### src/rtl/hazard_ctrl.sv
// Hazard and sequencing controller for the five-stage RV32I pipeline: load-use
// stalls, EX redirects, data-memory freeze, operand forwarding and event counters.
module hazard_ctrl #(
  parameter int CNT_W = 16
) (
  input  logic             clock,
  input  logic             reset,
  input  logic             id_valid,
  input  logic [4:0]       id_rs1,
  input  logic [4:0]       id_rs2,
  input  logic             id_use_rs1,
  input  logic             id_use_rs2,
  input  logic [4:0]       id_rd,
  input  logic             id_regWrite,
  input  logic             id_memToReg,
  input  logic             ex_redirect,
  input  logic             mem_req,
  input  logic             mem_ready,
  output logic             stall_pc,
  output logic             stall_ifid,
  output logic             bubble_ex,
  output logic             flush_ifid,
  output logic             freeze,
  output logic [1:0]       fwd_a,
  output logic [1:0]       fwd_b,
  output logic [CNT_W-1:0] stall_cnt,
  output logic [CNT_W-1:0] flush_cnt
);

  logic             ex_valid_r, ex_regwrite_r, ex_memtoreg_r, ex_use_rs1_r, ex_use_rs2_r;
  logic [4:0]       ex_rd_r, ex_rs1_r, ex_rs2_r;
  logic             mem_valid_r, mem_regwrite_r, mem_memtoreg_r;
  logic [4:0]       mem_rd_r;
  logic             wb_valid_r, wb_regwrite_r;
  logic [4:0]       wb_rd_r;
  logic [CNT_W-1:0] stall_cnt_r, flush_cnt_r;

  logic             freeze_s, redirect_s, load_use_s, ex_load_s, src_match_s;
  logic             mem_src_s, wb_src_s;
  logic [1:0]       fwd_a_s, fwd_b_s;

  function automatic logic [CNT_W-1:0] sat_inc(input logic [CNT_W-1:0] v);
    logic [CNT_W-1:0] r;
    if (&v) r = v;
    else    r = v + {{(CNT_W-1){1'b0}}, 1'b1};
    return r;
  endfunction

  // A zero destination never forwards, so x0 writes are always invisible here.
  function automatic logic [1:0] fwd_sel(input logic use_rs, input logic [4:0] rs,
                                         input logic mem_src, input logic [4:0] mem_rd,
                                         input logic wb_src, input logic [4:0] wb_rd);
    logic [1:0] sel;
    if (use_rs && mem_src && (mem_rd == rs) && (mem_rd != 5'd0))
      sel = 2'b01;
    else if (use_rs && wb_src && (wb_rd == rs) && (wb_rd != 5'd0))
      sel = 2'b10;
    else
      sel = 2'b00;
    return sel;
  endfunction

  // Hazard detection and forwarding selection from tracker state and current inputs.
  always_comb begin
    freeze_s    = mem_req & ~mem_ready & ~reset;
    redirect_s  = ex_redirect & ~freeze_s & ~reset;
    ex_load_s   = ex_valid_r & ex_regwrite_r & ex_memtoreg_r & (ex_rd_r != 5'd0);
    src_match_s = (id_use_rs1 & (id_rs1 == ex_rd_r)) | (id_use_rs2 & (id_rs2 == ex_rd_r));
    load_use_s  = id_valid & ex_load_s & src_match_s & ~freeze_s & ~redirect_s & ~reset;
    mem_src_s   = mem_valid_r & mem_regwrite_r & ~mem_memtoreg_r;
    wb_src_s    = wb_valid_r & wb_regwrite_r;
    fwd_a_s     = fwd_sel(ex_valid_r & ex_use_rs1_r, ex_rs1_r, mem_src_s, mem_rd_r, wb_src_s, wb_rd_r);
    fwd_b_s     = fwd_sel(ex_valid_r & ex_use_rs2_r, ex_rs2_r, mem_src_s, mem_rd_r, wb_src_s, wb_rd_r);
  end

  // Pipeline control outputs; reset forces a flush/bubble, freeze silences the rest.
  always_comb begin
    stall_pc   = load_use_s;
    stall_ifid = load_use_s;
    bubble_ex  = reset | redirect_s | load_use_s;
    flush_ifid = reset | redirect_s;
    freeze     = freeze_s;
    if (reset) begin
      fwd_a = 2'b00;
      fwd_b = 2'b00;
    end else begin
      fwd_a = fwd_a_s;
      fwd_b = fwd_b_s;
    end
    stall_cnt  = stall_cnt_r;
    flush_cnt  = flush_cnt_r;
  end

  // Shadow occupancy tracker and saturating counters, held while frozen.
  always_ff @(posedge clock) begin
    if (reset) begin
      ex_valid_r     <= 1'b0;
      ex_regwrite_r  <= 1'b0;
      ex_memtoreg_r  <= 1'b0;
      ex_use_rs1_r   <= 1'b0;
      ex_use_rs2_r   <= 1'b0;
      ex_rd_r        <= 5'd0;
      ex_rs1_r       <= 5'd0;
      ex_rs2_r       <= 5'd0;
      mem_valid_r    <= 1'b0;
      mem_regwrite_r <= 1'b0;
      mem_memtoreg_r <= 1'b0;
      mem_rd_r       <= 5'd0;
      wb_valid_r     <= 1'b0;
      wb_regwrite_r  <= 1'b0;
      wb_rd_r        <= 5'd0;
      stall_cnt_r    <= {CNT_W{1'b0}};
      flush_cnt_r    <= {CNT_W{1'b0}};
    end else if (!freeze_s) begin
      wb_valid_r     <= mem_valid_r;
      wb_regwrite_r  <= mem_regwrite_r;
      wb_rd_r        <= mem_rd_r;
      mem_valid_r    <= ex_valid_r;
      mem_regwrite_r <= ex_regwrite_r;
      mem_memtoreg_r <= ex_memtoreg_r;
      mem_rd_r       <= ex_rd_r;
      if (redirect_s || load_use_s) begin
        ex_valid_r    <= 1'b0;
        ex_regwrite_r <= 1'b0;
        ex_memtoreg_r <= 1'b0;
        ex_use_rs1_r  <= 1'b0;
        ex_use_rs2_r  <= 1'b0;
        ex_rd_r       <= 5'd0;
        ex_rs1_r      <= 5'd0;
        ex_rs2_r      <= 5'd0;
      end else begin
        ex_valid_r    <= id_valid;
        ex_regwrite_r <= id_regWrite;
        ex_memtoreg_r <= id_memToReg;
        ex_use_rs1_r  <= id_use_rs1;
        ex_use_rs2_r  <= id_use_rs2;
        ex_rd_r       <= id_rd;
        ex_rs1_r      <= id_rs1;
        ex_rs2_r      <= id_rs2;
      end
      if (load_use_s) stall_cnt_r <= sat_inc(stall_cnt_r);
      else            stall_cnt_r <= stall_cnt_r;
      if (redirect_s) flush_cnt_r <= sat_inc(flush_cnt_r);
      else            flush_cnt_r <= flush_cnt_r;
    end else begin
      stall_cnt_r <= stall_cnt_r;
      flush_cnt_r <= flush_cnt_r;
    end
  end

endmodule

### config.mk
export PLATFORM = sky130hd
export DESIGN_NAME = hazard_ctrl
export DESIGN_NICKNAME = d
export VERILOG_FILES = /design/src/rtl/hazard_ctrl.sv
export SDC_FILE = /design/constraint.sdc
export NUM_CORES = 1
export LEC_CHECK = 0
export CAP_MARGIN = 20
export CORE_ASPECT_RATIO = 1.5
export CORE_MARGIN = 5
export CORE_UTILIZATION = 54
export CTS_BUF_LIST = sky130_fd_sc_hd__clkbuf_8
export CTS_CLUSTER_DIAMETER = 60
export CTS_CLUSTER_SIZE = 24
export DETAILED_ROUTE_END_ITERATION = 10
export PLACE_DENSITY_LB_ADDON = 0.12
export SETUP_SLACK_MARGIN = 0.1
export SYNTH_ARGS = -nofsm -noshare
export SYNTH_HDL_FRONTEND = slang
export SYNTH_SLANG_ARGS = --single-unit
### constraint.sdc
create_clock -name clock -period 2.5 [get_ports clock]
set_input_delay 0.5 -clock clock [delete_from_list [all_inputs] [get_ports clock]]
set_output_delay 0.5 -clock clock [all_outputs]
set_load 0.02 [all_outputs]
==> metrics.md <==
| Metric | Value |
|---|---|
| Cell taking the most area after synthesis | `dfxtp_1` |
| Clock Latency Late Sink | `0.34 ns` |
| P per Cell Area | `489 nW/µm²` |
| Hold-fix buffer count after cts | `0` |
| Arrival time at the worst endpoint | `1.87 ns` |
| Yosys cell types | `43` |
| Largest family of logic cells by synthesized area | `simple AND/OR/NAND/NOR gates` |
| Tmin final | `2.37 ns` |
| CORE AREA | `6170 µm²` |
| Post-Place Cells | `577` |
| Async SR Flop Fraction | `0` |
| Final instance area | `4580 µm²` |
| Footprint of the multi-input gates | `2010 µm²` |
| Hold-critical path endpoint | `wb_valid_r` |
| Compound-gate portion of the synthesized area | `0.0825` |
| Die height | `108 µm` |
| Post-DP HPWL | `6610 µm` |
| H-tree levels | `3` |
| RSZ-0062 raised after global routing | `yes` |
| Antenna Cells | `0` |
| Die area | `8070 µm²` |
| Placed Area | `4320 µm²` |
| Vias after detailed routing | `3326` |
| Pre-CTS setup slack | `-0.575 ns` |
| Mux contribution to synthesized area | `0.0394` |
| Max Slew Vio Count | `0` |
| Initial Util | `0.555` |
| Synthesized instance count | `427` |
| Largest net degree at the start of global routing | `33` |
| GR Util All Layers | `0.230` |
| Seq cells post-synth | `67` |
| Main area contributors after synthesis | `dfxtp_1, nand2_1, xnor2_1, xor2_1, mux2_2` |
| Clock skew | `0.00941 ns` |
| Post-route antenna net violation count | `0` |
| Clock sinks | `67` |
| Crit path required time | `2.00 ns` |
| Slew HR | `0.610` |
| Max VDD drop | `0.000306 V` |
| Mean Syn Cell Area | `8.02 µm²` |
| Via density | `5.62` |
| Synth Area in XOR/XNOR | `0.110` |
| Rows | `35` |
| Reg2reg path depth | `8` |
| Synth Cell Area | `3430 µm²` |
| CTS tree | `built` |
| Most used cell along the critical path | `buf_4` |
| Reg2Reg Launch Point | `ex_rd_r[2]` |
| Hold WS | `0.461 ns` |
| Grt ovf | `0` |
| Hold path cells | `2` |
| Final setup vio count | `0` |
| CTS buffer count | `9` |
| Max_cap viols | `0` |
| Fin worst setup slack | `0.132 ns` |
| Layout Cells excl Fill | `592` |
| Placer Congestion | `0.901` |
| Critical R2R Capture | `stall_cnt[9]` |
| Main flop type after synthesis | `dfxtp_1` |
| Hold Fails Final Rpt | `0` |
| Share of cells above drive strength 1 | `0.170` |
| Setup slack, reg-to-reg | `0.23 ns` |
| First-pass GRT wire length | `14600 µm` |
| Yosys warnings | `0` |
| HP Class | `reg2reg` |
| Reg area | `1350 µm²` |
| Max Fclk | `422 MHz` |
| Worst path max stage delay | `0.53 ns` |
| Area growth syn-to-layout | `33.7%` |
| EDFF count, synth | `0` |
| Crit path from | `mem_req` |
| Final net count | `542` |
| CP delay by family, top | `buffers and inverters` |
| Filler cells | `497` |
| Number of global-route vias before repair | `3220` |
| # IOs | `66` |
| Remaining DRCs | `0` |
| Drt pass-1 iters | `6` |
| HP Start | `wb_valid_r` |
| Setup CP Type | `in2out` |
| Port Buffers | `65` |
| Worst path bufs/invs | `4` |
| Status | `finished, final reports clean` |
| Worst-margin pin slew | `0.581 ns` |
| CP endpoint kind | `primary output` |
| Horiz. Die Dim | `75.0 µm` |
| Fin crit share | `0.947` |
| Most frequent cell after synthesis | `nand2_1` |
| Post-synthesis simple-gate area fraction | `0.325` |
| Crit-path max FO | `2` |
| Syn_nets | `454` |
| Leakage | `0.00176 µW` |
| Routed wire length | `8900 µm` |
| First DRT Iteration DRCs | `186` |
| Longest Clk Path Bufs | `2` |
| Fin Setup TNS | `0 ns` |
| Seq/Total Area, Yosys | `0.392` |
| Adder-Cell Fraction of Synth Area | `0.00730` |
| Initial antenna violation count | `0` |
| Clock tree root buffer cell | `clkbuf_8` |
| Clk slew on worst S/H paths | `0.07 ns` |
| Post-synth top area share | `0.392` |
| WL per Instance | `15.0 µm` |
| Critical Path Source Type | `input pin` |
| Commonest cells in the netlist | `nand2_1, dfxtp_1, nor2_1` |
| Worst path slowest cell | `clkdlybuf4s50_1` |
| Worst-path cell chain | `clkdlybuf4s50_1, nor2b_4, o21ai_0, buf_4, buf_4, dlygate4sd2_1` |
## kinds of logic (layout without fill, tap and decap cells)
kind of cell	Yosys count	in the layout
and+or+nand+nor	219	219
muxes	12	12
AOI/OAI and AO/OA	51	51
adders and majority gates	2	2
buffers and inverters	33	124
xor gates and xnor gates	43	43
DFF	67	67
## layout make-up
| type | instances | share of cell area |
|---|---|---|
| Clock inverter | 4 | 0.00956 |
| Timing Repair Buffer | 102 | 0.200 |
| Clock buffer | 10 | 0.0301 |
| Multi-Input combinational cell | 327 | 0.439 |
| Tap cell | 74 | 0.0202 |
| Sequential cell | 67 | 0.295 |
| Inverter | 8 | 0.00656 |
## cells in the final DEF, fill, tap and decap left out, types with 12 or more instances in the layout
cell type        Yosys  layout
a21oi_1             19      19
clkdlybuf4s50_1      0      44
mux2_2              12      12
xnor2_1             25      25
nand3_1             13      13
xor2_1              18      17
nor2b_1             13      13
nor4_1              21      18
buf_4                4      36
dfxtp_1             67      63
nand4_1             12      12
nor2_1              33      31
nand2_1             84      84
o21ai_0             23      22
## how the worst max path moves through the flow
| stage | end | slack, ns | depth (start not counted) |
|---|---|---|---|
| floorplan | stall_pc | 0.19 | 8 |
| global placement | stall_ifid | -0.56 | 7 |
| detailed placement | stall_pc | -0.57 | 7 |
| CTS | stall_pc | 0.06 | 7 |
| global route | freeze | 0.07 | 6 |
| finish | flush_ifid | 0.13 | 6 |
## per-stage QoR
step,power (µW),utilization
final,2240,0.742
after global routing,2330,0.742
after CTS,2240,0.730
after detailed placement,1400,0.699
after global placement,1390,0.699
after floorplan,1280,-
## sequential cells by signal, summed over array words and instances, names as in the netlist, 5 cells and up
| signal | cells |
|---|---|
| wb_rd_r | 5 |
| ex_rs2_r | 5 |
| ex_rs1_r | 5 |
| flush_cnt | 16 |
| mem_rd_r | 5 |
| ex_rd_r | 5 |
| stall_cnt | 16 |
## worst register-to-register path: cells and delay by family (launching register included)
kind | cells | cell delay [ns]
AOI/OAI and AO/OA | 1 | 0.17
xor gates and xnor gates | 1 | 0.19
buffers and inverters | 3 | 0.50
DFF | 1 | 0.37
muxes | 1 | 0.31
and+or+nand+nor | 2 | 0.63
## metal layers
metal,up-vias,wire length (µm),global-route usage,part of all wire
met5,-,0,0,0
met4,0,142,0.0712,0.016
met3,14,552,0.0514,0.062
met2,103,4680,0.405,0.53
met1,1554,3530,0.270,0.40
li1,1655,-,-,-
## power breakdown
part / switching (µW) / internal (µW) / total [µW] / leakage [µW]
clock network: 386 / 470 / 855 / 0.0000992
registers: 35.0 / 1100 / 1130 / 0.000547
logic: 129 / 121 / 250 / 0.00111
total: 550 / 1690 / 2240 / 0.00176
## what timing repair did
item,CTS,global route
setup buffers,1,0
endpoints found under the setup margin,21,16
hold endpoints to repair,0,0
gates resized for setup,43,20
pin swaps,6,9
Note: power is estimated with default switching activity, not from simulation.
